[src/rtl/serial_mag_comp_pkg.sv]
// Shared types and default sizing for the serial magnitude comparator.
// Used by serial_mag_comp and digit_cmp.
package serial_mag_comp_pkg;

  typedef enum logic [1:0] {
    IDLE = 2'd0,
    RUN  = 2'd1,
    FIN  = 2'd2
  } state_t;

  typedef enum logic [1:0] {
    EQ = 2'd0,
    GT = 2'd1,
    LT = 2'd2
  } cmp_res_t;

  localparam int DEF_WIDTH = 8;
  localparam int DEF_DIGIT = 1;

endpackage

[src/rtl/serial_mag_comp_digit_cmp.sv]
// Combinational DIGIT-bit slice comparator: equality and unsigned greater-than.
module digit_cmp #(
  parameter int DIGIT = 1
) (
  input  logic [DIGIT-1:0] x,
  input  logic [DIGIT-1:0] y,
  output logic             d_eq,
  output logic             d_gt
);

  assign d_eq = &(x ~^ y);
  assign d_gt = (x > y);

endmodule

[src/rtl/serial_mag_comp.sv]
// Serial magnitude comparator, one DIGIT-bit slice per clock, MSB slice first.
// Define SERIAL_MAG_COMP_SIGNED_EN for two's-complement operands.
//
// state | meaning
// IDLE  | waiting for start
// RUN   | comparing slice idx, stops at first differing slice
// FIN   | done pulse; start here is accepted back-to-back
module serial_mag_comp
  import serial_mag_comp_pkg::*;
#(
  parameter int WIDTH = DEF_WIDTH,
  parameter int DIGIT = DEF_DIGIT
) (
  input  logic             clk,
  input  logic             reset,
  input  logic             start,
  input  logic [WIDTH-1:0] a,
  input  logic [WIDTH-1:0] b,
  output logic             busy,
  output logic             done,
  output logic             eq,
  output logic             gt,
  output logic             lt
);

  localparam int N  = WIDTH / DIGIT;
  localparam int IW = (N > 1) ? $clog2(N) : 1;
  localparam logic [IW-1:0] IDX_TOP = IW'(N - 1);

  state_t           state;
  logic [WIDTH-1:0] a_r, b_r;
  logic [IW-1:0]    idx;
  logic [DIGIT-1:0] sa, sb;
  logic             d_eq, d_gt;
  cmp_res_t         res;

  always_comb begin
    sa = a_r[int'(idx) * DIGIT +: DIGIT];
    sb = b_r[int'(idx) * DIGIT +: DIGIT];
`ifdef SERIAL_MAG_COMP_SIGNED_EN
    // flipping both sign bits maps two's complement onto unsigned ordering
    if (idx == IDX_TOP) begin
      sa[DIGIT-1] = ~sa[DIGIT-1];
      sb[DIGIT-1] = ~sb[DIGIT-1];
    end
`else
`endif
  end

  digit_cmp #(.DIGIT(DIGIT)) u_digit_cmp (
    .x    (sa),
    .y    (sb),
    .d_eq (d_eq),
    .d_gt (d_gt)
  );

  always_comb begin
    res = EQ;
    if (!d_eq) res = d_gt ? GT : LT;
  end

  always_ff @(posedge clk or posedge reset) begin
    if (reset) begin
      state <= IDLE;
      busy  <= 1'b0;
      done  <= 1'b0;
      eq    <= 1'b0;
      gt    <= 1'b0;
      lt    <= 1'b0;
      a_r   <= '0;
      b_r   <= '0;
      idx   <= '0;
    end else begin
      case (state)
        IDLE, FIN: begin
          done <= 1'b0;
          if (start) begin
            a_r   <= a;
            b_r   <= b;
            eq    <= 1'b0;
            gt    <= 1'b0;
            lt    <= 1'b0;
            idx   <= IDX_TOP;
            busy  <= 1'b1;
            state <= RUN;
          end else begin
            state <= IDLE;
          end
        end
        RUN: begin
          if (res != EQ || idx == '0) begin
            state <= FIN;
            busy  <= 1'b0;
            done  <= 1'b1;
            eq    <= (res == EQ);
            gt    <= (res == GT);
            lt    <= (res == LT);
          end else begin
            idx <= idx - IW'(1);
          end
        end
        default: state <= IDLE;
      endcase
    end
  end

endmodule
[config.mk]
export PLATFORM = sky130hd
export DESIGN_NAME = serial_mag_comp
export DESIGN_NICKNAME = d
export VERILOG_FILES = /design/src/rtl/serial_mag_comp_pkg.sv /design/src/rtl/serial_mag_comp_digit_cmp.sv /design/src/rtl/serial_mag_comp.sv
export SDC_FILE = /design/constraint.sdc
export NUM_CORES = 1
export LEC_CHECK = 0
export CAP_MARGIN = 20
export CORE_MARGIN = 1.5
export CORE_UTILIZATION = 52
export CTS_BUF_LIST = sky130_fd_sc_hd__clkbuf_2
export CTS_CLUSTER_DIAMETER = 80
export DETAILED_ROUTE_END_ITERATION = 7
export GPL_ROUTABILITY_DRIVEN = 0
export PLACE_DENSITY = 0.8
export SKIP_LAST_GASP = 1
export SYNTH_ARGS = -nofsm -noshare
export SYNTH_HDL_FRONTEND = slang
export SYNTH_HIERARCHICAL = 1
export SYNTH_SLANG_ARGS = --single-unit
[constraint.sdc]
create_clock -name clk -period 2.6 [get_ports clk]
set_input_delay 0.52 -clock clk [delete_from_list [all_inputs] [get_ports clk]]
set_output_delay 0.52 -clock clk [all_outputs]
set_load 0.01 [all_outputs]
==> run summary <==
Most common cell after layout, fill and taps aside: nand2_1
RSZ-0062 raised after global routing: no
# port buffers: 23
Seq cells post-synth: 26
Initial antenna violation count: 0
Worst Hold Class: input pin to async pin
Leading area contributor after synthesis: dfrtp_1
Post-Syn Area per Cell: 9.86 um2
Top cells by area, synth: dfrtp_1 (54%), nand2_1 (18%), mux4_1 (8.7%)
Fmax achieved: 453 MHz
Final core utilization: 67.2%
DP Wirelength: 1650 um
# diodes: 0
Cells after DPL: 170
Met3 GRT Util: 3.51%
Gr ovfl total: 0
Post-DR wirelength/cell: 12.6 um
Largest net degree at the start of global routing: 27
Via count: 881
Sum Neg Setup Slack: 0 ns
Nets@finish: 169
Die Ht: 51.1 um
Number of global-route vias before repair: 876
CTS tree: done
Drt pass-1 iters: 4
Fin crit period: 2.21 ns
Non-filler instance count after layout: 174
Initial Utilization: 54.9%
Hold buffers post-CTS: 0
GRT met1 Usage: 26.3%
First-pass GRT wire length: 3880 um
Die area: 0.00261 mm2
Outcome: finished clean
Yosys cell types: 22
PD cells: 1080 mW/mm2
P&R area growth vs syn: 22.4%
CTS resizes: 0
Commonest cells after routing, fill and taps aside: nand2_1 (59), dfrtp_1 (26), clkdlybuf4s50_1 (23)
Reg clk slew, reported paths: 0.24 ns
Worst Skew: 0.00632 ns
Most Used Layer, Global Route: met2
GRT Total Usage: 20.7%
Clock sink count: 26
Remaining antenna violation count after routing: 0
Slew @ Worst Pin: 0.756 ns
H-tree level count: 1
Critical path class: register to register
Crit path launch type: register
Final Cell Area: 0.00147 mm2
Pins Over Slew Limit: 0
Longest Clk Path Bufs: 2
Synth Warn #: 6
CTS Buf Count: 3
Yosys top cell area share: 54.1%
Drt total wl: 2200 um
Final period utilization: 84.9%
Mapped Area: 0.00120 mm2
Tot Pwr: 1590 uW
Root buffer cell: clkbuf_2
Relative slew margins: 49.6%
Worst-Skew Late Latency: 0.36 ns
Post-CTS Setup Inserts: 0
Initial DRC count: 17
Core area: 0.00219 mm2
Row cnt: 17
Synth Instances: 122
Fillers: 173
Synthesized Nets: 144
Fraction of layout cells with a size suffix above 1: 4.11%
Crit Path Max Fanout: 7
Residual DRC: 0
Crit end category: register
Cell area after placement: 0.00145 mm2
Static leakage: 0.000764 uW
Final setup viols: 0
Max VDD drop: 0.000619 V
Max cap viols: 0
Register area share after synthesis: 54.1%
Arr. time, crit path: 2.51 ns
Hold Fails Final Rpt: 0
Grt met2 use: 34.0%
Die Wd: 51.1 um
WP data required: 2.90 ns
Vias per cell: 5.06
I/O Pins: 24
==> registers in the layout (all words and copies together), names as in the netlist <==
| signal | count |
|---|---|
| a_r | 8 |
| b_r | 8 |
| busy | 1 |
| done | 1 |
| eq | 1 |
| gt | 1 |
| idx | 3 |
| lt | 1 |
| state | 2 |
==> synthesized netlist by cell type, drive strengths merged <==
library cell / number
nand3: 1
ha: 3
o21ai: 2
dfrtp: 26
a31oi: 1
inv: 5
nand2: 59
nand2b: 3
buf: 4
o32ai: 1
and4: 1
a21oi: 1
nand4: 1
and2b: 1
nor2b: 1
mux2i: 3
a21o: 1
mux4: 4
nand3b: 1
nor2: 2
clkbuf: 1
==> per-layer routing <==
metal	part of all wire, %	vias up	routed length (um)
li1	-	444	-
met1	43	416	935
met2	52	16	1150
met5	0	-	0
met4	1.8	0	39
met3	3.2	5	70
==> worst max-delay path, stage by stage (launching register included) <==
cell	delay [ns]
dfrtp_1	0.56
mux4_1	0.59
nand2_1	0.08
nand2_1	0.06
ha_1	0.36
a21oi_2	0.29
mux2i_1	0.21
==> report_power, final <==
part / internal (uW) / leakage [uW] / switching, uW
combinational: 358 / 0.000435 / 363
sequential: 593 / 0.000315 / 125
clock: 33.4 / 0.0000140 / 120
==> area by class of cell <==
| class | instances | area [um2] | share of cell area [%] |
|---|---|---|---|
| clock buffer | 3 | 15.0 | 1.02 |
| clock inverter | 1 | 3.75 | 0.255 |
| inverter | 5 | 18.8 | 1.28 |
| multi-input combinational | 86 | 503 | 34.2 |
| sequential | 26 | 651 | 44.2 |
| tap | 28 | 35.0 | 2.38 |
| timing repair buffer | 25 | 245 | 16.7 |
==> final timing paths <==
kind,slack (ns),cells past startpoint,from,to
hold reg to reg,0.50,2,a_r[0],a_r[0]
max in group asynchronous,1.89,3,reset,lt
min in group clk,0.50,2,a_r[0],a_r[0]
setup reg to reg,0.39,6,idx[0],eq
setup / recovery,0.39,6,idx[0],eq
hold / removal,0.46,3,reset,idx[0]
==> cells by family (layout without fill, tap and decap cells) <==
logic type	after synthesis	count (layout)	share of synthesized area, %
AND/OR/NAND/NOR	70	70	24.0
flip-flops	26	26	54.1
buffers and inverters	10	34	4.06
multiplexers	7	7	11.2
AO/OA/AOI/OAI	6	6	3.43
adder cells (fa/ha/maj)	3	3	3.12
==> per-stage QoR <==
| step | setup WS (ns) | hold slack (ns) |
|---|---|---|
| 6_report | 0.393 | 0.462 |
| 5_1_grt | 0.262 | 0.505 |
| 4_1_cts | 0.376 | 0.464 |
| 3_5_place_dp | 0.420 | 0.459 |
| 3_3_place_gp | 0.554 | 0.456 |
| 2_1_floorplan | 0.673 | 0.437 |
(Power assumes the default switching activity.)
